**config.mk**
```make
export PLATFORM = sky130hd
export DESIGN_NAME = clock_time_ctrl
export DESIGN_NICKNAME = d
export VERILOG_FILES = /design/src/rtl/clock_time_ctrl.sv
export SDC_FILE = /design/constraint.sdc
export NUM_CORES = 1
export LEC_CHECK = 0
export CAP_MARGIN = 20
export CORE_UTILIZATION = 35
export DETAILED_ROUTE_END_ITERATION = 7
export DONT_BUFFER_PORTS = 1
export GPL_TIMING_DRIVEN = 1
export SYNTH_ARGS = -nofsm -noshare
export SYNTH_HDL_FRONTEND = slang
export SYNTH_SLANG_ARGS = --single-unit
```
**constraint.sdc**
```tcl
create_clock -name clk_100MHz -period 2.01 [get_ports clk_100MHz]
set_input_delay 0.3015 -clock clk_100MHz [delete_from_list [all_inputs] [get_ports clk_100MHz]]
set_output_delay 0.3015 -clock clk_100MHz [all_outputs]
set_load 0.01 [all_outputs]
```
**src/rtl/clock_time_ctrl.sv**
```systemverilog
// rtl/clock_time_ctrl.sv - 1 Hz timebase, HH:MM:SS counters and three-button time-set FSM (option: BLINK_EN)
module clock_time_ctrl #(
    parameter int CLK_HZ        = 100_000_000,
    parameter int AUTO_RETURN_S = 10
) (
    input  logic       clk_100MHz,
    input  logic       reset,
    input  logic       btn_mode,
    input  logic       btn_up,
    input  logic       btn_down,
    output logic [4:0] hours,
    output logic [5:0] minutes,
    output logic [5:0] seconds,
    output logic [1:0] mode,
    output logic       tick_1hz,
    output logic       blank_hr,
    output logic       blank_min
);

    localparam int DW = (CLK_HZ > 1) ? $clog2(CLK_HZ) : 1;
    localparam int IW = (AUTO_RETURN_S > 1) ? $clog2(AUTO_RETURN_S + 1) : 1;
    localparam logic [DW-1:0] DIV_LAST  = DW'(CLK_HZ - 1);
    localparam logic [DW-1:0] DIV_ONE   = DW'(1);
    localparam logic [IW-1:0] IDLE_LAST = IW'(AUTO_RETURN_S - 1);
    localparam logic [IW-1:0] IDLE_ONE  = IW'(1);

    typedef enum logic [1:0] {
        RUN     = 2'd0,
        SET_HR  = 2'd1,
        SET_MIN = 2'd2
    } mode_t;

    mode_t          state;
    mode_t          state_next;
    logic [DW-1:0]  div;
    logic [IW-1:0]  idle;
    logic           btn_any;
    logic           expire;
    logic           enter_set;
    logic           leave_set;
    logic           edit_en;

    assign btn_any = btn_mode | btn_up | btn_down;
    // Any button in the expiry cycle counts as activity and cancels the auto-return.
    assign expire  = (state != RUN) && tick_1hz && (idle == IDLE_LAST) && !btn_any;
    assign edit_en = (state != RUN) && !btn_mode && (btn_up ^ btn_down);
    assign mode    = state;

    always_ff @(posedge clk_100MHz) begin
        if (reset) begin
            state <= RUN;
        end else begin
            state <= state_next;
        end
    end

    always_comb begin
        state_next = state;
        enter_set  = 1'b0;
        leave_set  = 1'b0;
        case (state)
            RUN: begin
                if (btn_mode) begin
                    state_next = SET_HR;
                    enter_set  = 1'b1;
                end
            end
            SET_HR: begin
                if (btn_mode) begin
                    state_next = SET_MIN;
                    enter_set  = 1'b1;
                end else if (expire) begin
                    state_next = RUN;
                    leave_set  = 1'b1;
                end
            end
            SET_MIN: begin
                if (btn_mode || expire) begin
                    state_next = RUN;
                    leave_set  = 1'b1;
                end
            end
            default: begin
                state_next = RUN;
            end
        endcase
    end

    // Leaving set mode restarts the second so the first tick is a full period away.
    always_ff @(posedge clk_100MHz) begin
        if (reset || leave_set) begin
            div      <= '0;
            tick_1hz <= 1'b0;
        end else begin
            tick_1hz <= (div == DIV_LAST);
            div      <= (div == DIV_LAST) ? '0 : div + DIV_ONE;
        end
    end

    always_ff @(posedge clk_100MHz) begin
        if (reset) begin
            hours   <= '0;
            minutes <= '0;
            seconds <= '0;
        end else if (leave_set) begin
            seconds <= '0;
        end else if (state == RUN && tick_1hz) begin
            if (seconds == 6'd59) begin
                seconds <= '0;
                if (minutes == 6'd59) begin
                    minutes <= '0;
                    hours   <= (hours == 5'd23) ? 5'd0 : hours + 5'd1;
                end else begin
                    minutes <= minutes + 6'd1;
                end
            end else begin
                seconds <= seconds + 6'd1;
            end
        end else if (edit_en) begin
            if (state == SET_HR) begin
                if (btn_up) begin
                    hours <= (hours == 5'd23) ? 5'd0 : hours + 5'd1;
                end else begin
                    hours <= (hours == 5'd0) ? 5'd23 : hours - 5'd1;
                end
            end else begin
                if (btn_up) begin
                    minutes <= (minutes == 6'd59) ? 6'd0 : minutes + 6'd1;
                end else begin
                    minutes <= (minutes == 6'd0) ? 6'd59 : minutes - 6'd1;
                end
            end
        end
    end

    always_ff @(posedge clk_100MHz) begin
        if (reset || state_next == RUN || enter_set || btn_any) begin
            idle <= '0;
        end else if (tick_1hz) begin
            idle <= idle + IDLE_ONE;
        end
    end

`ifdef BLINK_EN
    localparam logic [DW-1:0] DIV_HALF = DW'(CLK_HZ / 2 - 1);
    logic phase;

    // Cleared on entry so the field being edited starts out visible.
    always_ff @(posedge clk_100MHz) begin
        if (reset || enter_set) begin
            phase <= 1'b0;
        end else if (div == DIV_HALF || div == DIV_LAST) begin
            phase <= ~phase;
        end
    end

    assign blank_hr  = (state == SET_HR)  && phase;
    assign blank_min = (state == SET_MIN) && phase;
`else
    assign blank_hr  = 1'b0;
    assign blank_min = 1'b0;
`endif

endmodule

```
==> out/summary.txt, run 1 <==
CTS Buffer Depth: 2
I/O pins: 27
Core area: 7770 um2
Crit Path Max Fanout: 5
Largest net degree at the start of global routing: 26
PwrDens: 616 nW/um2
Yosys top cell area share: 0.362
Wirelength per Cell: 12.7 um
Critical path class: register to register
Clock Pin Slew Worst Setup and Hold Paths: 0.10 ns
Worst Skew: 0.00663 ns
Worst Tran Pin Value: 0.509 ns
First-pass GRT wire length: 10400 um
Total Wirelength: 5850 um
Tot GR Track Use: 0.150
CTS tree: yes
Share of the yosys chip area belonging to registers: 0.362
Fillers: 784
Net count, final: 376
GP Congestion: 0.829
Mean post-synth cell area: 8.43 um2
Initial antenna violation count: 0
Clk_lat worst skew: 0.30 ns
Top cells by area, synth: dfxtp_1, xor2_1, nor2_1
Status: completed
Routed Antenna Nets: 0
Distinct cell type count after synthesis: 59
Remaining Overflow, GRT: 0
Total of max-cap violations: 0
Initial core utilization: 0.363
Placed cell count: 453
Antenna cells: 0
CP arrival: 2.13 ns
Critical Path Source: mode[1]
Reg area: 1020 um2
Hold Slack: 0.0499 ns
Die Area: 8430 um2
Synth Warn #: 0
DR vias: 2417
Period utilisation layout: 0.948
Chip height: 91.8 um
Count leader, synth: dfxtp_1
Vias in the first global route: 2260
Final hold violations: 0
Worst relative slew slack: 0.658
Maximum VDD drop: 0.258 mV
FF-to-FF Start: mode[1]
Root buffer cell: clkbuf_8
Leakage: 1.24 nW
Post-synth EDFFs: 0
HP Class: input pin to register
Die width: 91.8 um
Post-CTS Setup Bufs: 0
Peak Freq: 525 MHz
Final non-filler cell total: 461
Multi-input gate area: 1710 um2
FFs w/ async S/R, synth: 0
Hold_sp: reset
Synth area leader: dfxtp_1
PortBufs: 0
Max-slew violation count: 0
CTS hold repair buffers: 0
Crit path launch type: register
DRC violations left: 0
Mapped Cells: 335
Syn Std Cell Area: 2820 um2
Routed vias/inst: 5.24
Required time worst endpoint: 2.23 ns
Final min period: 1.90 ns
Register bit count reported by yosys: 51
Post-DP HPWL: 4330 um
Final Setup Violations: 0
# H-tree levels: 2
DR iter-0 viols: 67
Power Total: 2.00 mW
Std cell rows: 32
Area added between synthesis and finish: 14.8%
TritonCTS buffer count: 5
Fraction of layout cells with a size suffix above 1: 0.159
Most used DFF post-synth: dfxtp_1
Synth cell count leaders: dfxtp_1, nor2_1, nand2_1
Pre-antenna DRT Iters: 4
Clock sink count: 51
CP Capture Type: register
## through the flow
step,setup TNS (ns),area (um2),util,setup slack (ns)
after floorplan,-0.00493,2830,-,-0.00493
after global placement,0,3110,0.400,0.136
after detailed placement,0,3110,0.400,0.0632
after CTS,0,3220,0.414,0.0400
after global routing,-0.0211,3240,0.417,-0.0211
final,0,3240,0.417,0.105
## repair_timing
item / CTS / global route
setup endpoints to repair: 0 / 37
resized for setup: 0 / 6
hold endpoints to repair: 0 / 0
## cell families after synthesis
| logic type | count (synthesis) | share of synthesized area |
|---|---|---|
| mux | 2 | 0.00754 |
| flops | 51 | 0.362 |
| other cells | 1 | 0.00133 |
| simple gates | 149 | 0.285 |
| xor+xnor | 32 | 0.0993 |
| fa+ha+maj | 13 | 0.0576 |
| compound gates | 62 | 0.145 |
| buf+inv | 25 | 0.0430 |
## state kept, by name, summed over array words and instances, names as in the netlist
name,count
div,27
minutes,6
seconds,6
hours,5
idle,4
mode,2
tick_1hz,1
## per-layer routing
metal	vias up	GRT usage	part of all wire
met1	1130	0.193	0.47
met2	44	0.253	0.47
met3	7	0.0357	0.045
met5	-	0	0
li1	1236	-	-
met4	0	0.0365	0.012
## path summary, 6_finish.rpt
path	end	slack [ns]	depth (start not counted)
max	idle[1]	0.11	8
min	hours[4]	0.05	1
max reg2reg	idle[1]	0.11	8
min reg2reg	div[0]	0.48	1
## final cells by class
cell class,instances,area share
clock inverter,3,0.0135
sequential,51,0.315
inverter,11,0.0127
tap,102,0.0394
multi-input combinational,260,0.527
timing repair buffer,29,0.0710
clock buffer,5,0.0212
## cell usage in the layout (no fill, tap or decap), types with 3 or more instances in the layout
cell / n
nand4_1: 12
inv_1: 11
o21ai_0: 11
ha_1: 11
a311oi_1: 3
dfxtp_1: 50
xor2_1: 20
nand2b_1: 4
nor2_1: 46
a21oi_1: 19
xnor2_1: 12
buf_4: 28
nand3_1: 15
nand3b_1: 3
and3_1: 8
nor3_1: 9
a31oi_1: 3
clkbuf_8: 5
a211oi_1: 7
nand2_1: 25
## power breakdown
group          internal, mW  switching, mW  leakage (nW)
combinational         0.103          0.127         0.768
clock                 0.371          0.349        0.0581
sequential             1.03         0.0194         0.412
## worst max-delay path: stages (launching register included)
cell       delay (ns)
dfxtp_1          0.33
inv_1            0.11
ha_2             0.24
inv_1            0.08
a2111oi_0        0.38
o211a_1          0.23
o21ai_0          0.08
buf_4            0.18
a211oi_1         0.19
Note: power is estimated with default switching activity, not from simulation.
==> run 2: changes to the inputs <==
--- a/config.mk
+++ b/config.mk
@@ -5,11 +5,13 @@
 export SDC_FILE = /design/constraint.sdc
 export NUM_CORES = 1
 export LEC_CHECK = 0
+export ABC_AREA = 1
 export CAP_MARGIN = 20
-export CORE_UTILIZATION = 35
+export CORE_UTILIZATION = 58
 export DETAILED_ROUTE_END_ITERATION = 7
 export DONT_BUFFER_PORTS = 1
 export GPL_TIMING_DRIVEN = 1
+export PLACE_DENSITY = 0.76
 export SYNTH_ARGS = -nofsm -noshare
 export SYNTH_HDL_FRONTEND = slang
 export SYNTH_SLANG_ARGS = --single-unit
==> run 2 against run 1 <==
- area after synthesis increased by 15%
- sequential share of layout area decreased by 1.7 points
- via count increased by 22%
- sequential power about the same
- setup slack improved by 0.090 ns
- sequential cell count unchanged
- core utilization increased by 24 points
- critical path type unchanged
==> out/summary.txt, run 2 <==
CP peak stage delay: 0.44 ns (+0.06 ns)
Die Area: 5890 um2 (-30%)
CTS hold repair buffers: 0 (unchanged)
Period utilisation layout: 0.903 (-0.0446)
Commonest non-fill, non-tap cells in the layout: nand2_1, nor2_1, inv_1
Mean post-synth cell area: 6.63 um2 (-21%)
Die width: 76.8 um (-16%)
Placement Cell Area: 3330 um2 (+7.1%)
DRC violations left: 0 (unchanged)
Leakage: 1.41 nW (+14%)
Maximum VDD drop: 0.432 mV (+68%)
Chip height: 76.8 um (-16%)
Root buffer cell: clkbuf_8
Total Wirelength: 6700 um (+15%)
Status: completed
DR iter-0 viols: 179 (+170%)
# H-tree levels: 2 (unchanged)
Crit Path Max Fanout: 8 (+3)
Worst-path cell chain: inv_1, ha_1, nand2_4, nand2_2, inv_2, nand2_1, or2_0, a21oi_1, nor2_1
Remaining Overflow, GRT: 0 (unchanged)
Area added between synthesis and finish: 5.56%
Pre-antenna DRT Iters: 4 (unchanged)
GP Congestion: 0.888 (+7.1%)
Distinct cell type count after synthesis: 40 (-32%)
Wirelength per Cell: 11.8 um (-6.9%)
Core area: 5240 um2 (-33%)
Syn Std Cell Area: 3240 um2 (+15%)
Max-slew violation count: 0 (unchanged)
Net count, final: 514 (+37%)
Seq pwr share: 0.553 (+0.028)
Peak Freq: 551 MHz (+4.9%)
PwrDens: 561 nW/um2 (-8.9%)
Critical path class: register to register
Initial core utilization: 0.619 (+0.256)
Total of max-cap violations: 0 (unchanged)
Std cell rows: 26 (-19%)
Top Family by Delay on Critical Path: simple AND/OR/NAND/NOR gates
Hold_sp: reset
Final hold violations: 0 (unchanged)
Count leader, synth: nand2_1
Routed vias/inst: 5.20 (-0.80%)
CP arrival: 2.02 ns (-0.11 ns)
Setup TNS: 0 ns (unchanged)
Synth Warn #: 0 (unchanged)
HP Class: input pin to register
CP Capture Type: register
Register bit count reported by yosys: 51 (unchanged)
Buf+Inv Stages, Crit Path: 2 (-1)
Post-CTS Setup Bufs: 0 (unchanged)
Synth area leader: dfxtp_1
Most used DFF post-synth: dfxtp_1
Share of the yosys chip area belonging to registers: 0.315 (-0.0468)
Fraction of layout cells with a size suffix above 1: 0.0644 (-0.0944)
Tot GR Track Use: 0.241 (+0.0906)
Final min period: 1.82 ns (-0.0896 ns)
Logic pwr share: 0.117 (+0.002)
Sw Ratio: 0.276 (+0.0285)
TritonCTS buffer count: 5 (unchanged)
Mapped Cells: 489 (+46%)
First-pass GRT wire length: 11600 um (+11%)
Post-DP HPWL: 5160 um (+19%)
Clk_lat worst skew: 0.31 ns (about the same)
Switch Pwr: 0.530 mW (+7.2%)
Crit path launch type: register
Post-synth EDFFs: 0 (unchanged)
PortBufs: 0 (unchanged)
DR vias: 2949 (+22%)
Yosys top cell area share: 0.315 (-0.0468)
Vias in the first global route: 2637 (+17%)
FFs w/ async S/R, synth: 0 (unchanged)
RSZ-0062 raised after global routing: no
Clock Pin Slew Worst Setup and Hold Paths: 0.10 ns (about the same)
PostCTS Resize Cnt: 0 (unchanged)
CTS Buffer Depth: 2 (unchanged)
Max reg flops: 27 (unchanged)
Clock Power Share: 0.330 (-0.030)
Synth cell count leaders: nand2_1, nor2_1, inv_1
Commonest non-fill, non-tap cell in the layout: nand2_1
Clock sink count: 51 (unchanged)
FF-to-FF Start: mode[0]
Largest Register: div
Finished Cell Area: 3420 um2 (+5.6%)
Top cells by area, synth: dfxtp_1, nand2_1, nor2_1
Slowest cell on crit path: dfxtp_1
Largest net degree at the start of global routing: 27 (+3.8%)
Antenna cells: 0 (unchanged)
Internal power: 1.39 mW (-7.5%)
I/O pins: 27 (unchanged)
Routed Antenna Nets: 0 (unchanged)
Regs by FF count: div x27, minutes x6, seconds x6
CTS tree: yes
Critical Path Source: mode[0]
Initial antenna violation count: 0 (unchanged)
Worst Skew: 0.00867 ns (+0.00204 ns)
Final Setup Violations: 0 (unchanged)
Required time worst endpoint: 2.22 ns (about the same)
-- run 2: cell types whose count changed in the layout (fill, tap and decap cells not counted), sizes merged, moves of 5 or more --
cell	change
nand2	+102
inv	+56
nor2	+45
buf	-23
nand3	+13
a21oi	-9
and3	-9
a211oi	-6
nand4	+5
-- run 2: path summary, 6_finish.rpt --
| kind | endpoint | cells after the start | slack [ns] |
|---|---|---|---|
| min | hours[2] | 1 | 0.05 |
| max reg2reg | hours[4] | 9 | 0.19 |
| max | hours[4] | 9 | 0.19 |
| min reg2reg | div[23] | 4 | 0.53 |
-- run 2: logic make-up (layout without fill, tap and decap cells) --
kind of cell | count (synthesis) | after routing | synth area share
buffers and inverters | 75 | 82 | 0.0946
AOI/OAI and AO/OA | 30 | 30 | 0.0548
other | 1 | 2 | 0.00116
adders and majority gates | 13 | 13 | 0.0502
DFF | 51 | 51 | 0.315
and+or+nand+nor | 291 | 291 | 0.409
xor gates and xnor gates | 28 | 28 | 0.0756
-- run 2: layer usage --
metal | up-vias | routed length [um] | global-route usage
met3 | 9 | 383 | 0.0536
li1 | 1552 | - | -
met5 | - | 0 | 0
met2 | 70 | 2910 | 0.380
met4 | 0 | 72 | 0.0615
met1 | 1318 | 3330 | 0.328
-- run 2: per-stage QoR --
stage	hold WS (ns)	setup slack (ns)	std cells	power, mW	util
2_1_floorplan	0.371	0.395	490	1.27	-
3_3_place_gp	0.373	0.271	559	1.30	0.635
3_5_place_dp	0.374	0.214	559	1.31	0.635
4_1_cts	0.0411	0.185	567	1.93	0.653
5_1_grt	0.0334	0.0119	567	2.01	0.653
6_report	0.0479	0.195	567	1.92	0.653
-- run 2: layout make-up --
cell class,count,area (um2)
clock inverter,1,8.76
timing repair buffer,6,45.0
tap,70,87.6
multi-input combinational,364,1920
inverter,68,255
clock buffer,7,86.3
fill,472,1820
sequential,51,1020
-- run 2: power groups by stage --
stage	clock, mW	sequential (mW)	combinational [mW]
global placement	0	1.09	0.217
CTS	0.645	1.06	0.223
global route	0.682	1.07	0.260
finish	0.634	1.06	0.224
detailed placement	0	1.09	0.221
floorplan	0	1.08	0.189
-- run 2: worst register-to-register path, stage by stage, from the launching register on --
cell and delay [ns]:
dfxtp_1 0.44, inv_1 0.11, ha_1 0.28, nand2_4 0.16
nand2_2 0.16, inv_2 0.12, nand2_1 0.06, or2_0 0.19
a21oi_1 0.15, nor2_1 0.05
==> run 3: changes to the inputs <==
--- a/config.mk
+++ b/config.mk
@@ -5,13 +5,12 @@
 export SDC_FILE = /design/constraint.sdc
 export NUM_CORES = 1
 export LEC_CHECK = 0
-export ABC_AREA = 1
 export CAP_MARGIN = 20
-export CORE_UTILIZATION = 58
+export CORE_UTILIZATION = 57
 export DETAILED_ROUTE_END_ITERATION = 7
 export DONT_BUFFER_PORTS = 1
 export GPL_TIMING_DRIVEN = 1
-export PLACE_DENSITY = 0.76
+export PLACE_DENSITY = 0.75
 export SYNTH_ARGS = -nofsm -noshare
 export SYNTH_HDL_FRONTEND = slang
 export SYNTH_SLANG_ARGS = --single-unit
==> run 3 against run 2 <==
- clock power up 29%
- register-to-register slack worse by 0.05 ns
- count of clock-buffer cells in the layout down 1
- sequential power about the same
- sequential cell count unchanged
- cell count down 26%
- combinational power about the same
- die area down 11%
- critical path depth down 2
- largest cell class unchanged
- first-iteration DRC count down 2.8%
- core utilization up 1.3 points
==> out/summary.txt, run 3 (synthesis results as in run 1) <==
Status: completed
Hold_sp: reset
HP Class: input pin to register
Total of max-cap violations: 0 (unchanged)
Routed vias/inst: 5.62 (+8.1%)
PwrDens: 658 nW/um2 (+17%)
CTS hold repair buffers: 0 (unchanged)
TritonCTS buffer count: 5 (unchanged)
Antenna cells: 0 (unchanged)
Hold EP: hours[0]
Regs by FF count: div x27, minutes x6, seconds x6
Post-DP HPWL: 3980 um (-23%)
Peak Freq: 537 MHz (-2.5%)
RSZ-0062 raised after global routing: no
Initial core utilization: 0.594 (-0.0253)
CP arrival: 2.07 ns (+0.05 ns)
Setup TNS: 0 ns (unchanged)
Largest net degree at the start of global routing: 26 (-3.7%)
Flop2flop setup slack: 0.15 ns (-0.05 ns)
Required time worst endpoint: 2.22 ns (about the same)
Reg2Reg Depth: 7 (-2)
Initial antenna violation count: 0 (unchanged)
GP Congestion: 0.806 (-9.2%)
Die width: 72.4 um (-5.7%)
DRC violations left: 0 (unchanged)
Pre-antenna DRT Iters: 4 (unchanged)
Worst Tran Pin Value: 0.497 ns
CTS tree: yes
Final hold violations: 0 (unchanged)
Critical path class: register to register
Fraction of layout cells with a size suffix above 1: 0.141 (+0.0765)
Maximum VDD drop: 0.395 mV (-8.5%)
CP Capture Type: register
Chip height: 72.4 um (-5.7%)
Crit Path Max Fanout: 12 (+4)
Fillers: 422 (-11%)
Die Area: 5240 um2 (-11%)
Final min period: 1.86 ns (+0.0466 ns)
Setup WS pre-CTS: 0.0303 ns (-0.184 ns)
RR Endpoint: minutes[2]
FF-to-FF Start: mode[0]
DR iter-0 viols: 174 (-2.8%)
PostCTS Resize Cnt: 1 (+1)
Worst relative slew slack: 0.666
Std cell rows: 25 (-3.8%)
Clock sink count: 51 (unchanged)
Vias in the first global route: 2150 (-18%)
Placement Cell Area: 3030 um2 (-8.9%)
I/O pins: 27 (unchanged)
Fin worst setup slack: 0.148 ns (-0.0466 ns)
Placed cell count: 414 (-26%)
Core area: 4750 um2 (-9.2%)
Finished Cell Area: 3170 um2 (-7.3%)
Final Setup Violations: 0 (unchanged)
# H-tree levels: 2 (unchanged)
Commonest non-fill, non-tap cell in the layout: dfxtp_1
Leakage: 1.22 nW (-14%)
Period utilisation layout: 0.926 (+0.0232)
Multi-input gate area: 1690 um2 (-12%)
First-pass GRT wire length: 9270 um (-20%)
Clk_lat worst skew: 0.30 ns (about the same)
Max-slew violation count: 0 (unchanged)
Clock Pin Slew Worst Setup and Hold Paths: 0.09 ns (about the same)
Remaining Overflow, GRT: 0 (unchanged)
Worst Hold Path Cells: 1 (unchanged)
Wirelength per Cell: 13.0 um (+10%)
Final non-filler cell total: 422 (-26%)
Area added between synthesis and finish: 12.3%
Max reg flops: 27 (unchanged)
Post-layout util: 0.667 (+0.0135)
Worst Skew: 0.00366 ns (-0.00501 ns)
Root buffer cell: clkbuf_8
Routed Antenna Nets: 0 (unchanged)
DR vias: 2372 (-20%)
Power Total: 2.09 mW (+8.7%)
Total Wirelength: 5480 um (-18%)
Tot GR Track Use: 0.221 (-0.0193)
Hold Slack: 0.0587 ns (+0.0108 ns)
PortBufs: 0 (unchanged)
Post-CTS Setup Bufs: 0 (unchanged)
Commonest non-fill, non-tap cells in the layout: dfxtp_1, nor2_1, nand2_1
CTS Buffer Depth: 2 (unchanged)
Net count, final: 372 (-28%)
Reg area: 1020 um2 (+0.12%)
Largest Register: div
Crit path launch type: register
## run 3: changes by cell type in the layout (fill, tap and decap cells not counted), sizes merged, moves of 13 or more
cell and delta:
buf +19, inv -56, nand2 -102, nand3 -13, nor2 -45
## run 3: cell type report
| cell class | instances | share of cell area |
|---|---|---|
| Inverter | 11 | 0.0130 |
| Clock inverter | 2 | 0.0189 |
| Timing Repair Buffer | 25 | 0.0631 |
| Multi-Input combinational cell | 260 | 0.533 |
| Clock buffer | 6 | 0.0229 |
| Tap cell | 67 | 0.0264 |
| Sequential cell | 51 | 0.322 |
## run 3: critical path, cell delays in order (launching register included)
cell and delay, ns:
dfxtp_2 0.35, inv_1 0.09, ha_2 0.27, a21o_1 0.42, nand2_1 0.14, o22ai_1 0.15, a21oi_1 0.10, a311oi_1 0.25
## run 3: layer usage
layer	track usage	up-vias	routed length, um
met1	0.279	1104	2550
met3	0.0472	2	187
li1	-	1228	-
met2	0.370	38	2700
met4	0.0850	0	40
met5	0	-	0
## run 3: how the worst max path moves through the flow
stage / startpoint / slack [ns] / to
3_5_place_dp: mode[0] / 0.03 / minutes[2]
3_3_place_gp: mode[0] / 0.07 / minutes[0]
4_1_cts: mode[0] / 0.07 / minutes[2]
2_1_floorplan: mode[1] / -0.005 / hours[2]
6_report: mode[0] / 0.15 / minutes[2]
5_1_grt: mode[0] / 0.02 / minutes[2]
## run 3: power by group
part | total, mW | internal (mW) | leakage [nW] | switching (mW)
Sequential | 1.05 | 1.03 | 0.412 | 0.0169
Combinational | 0.223 | 0.0983 | 0.744 | 0.125
Clock | 0.819 | 0.497 | 0.0654 | 0.321
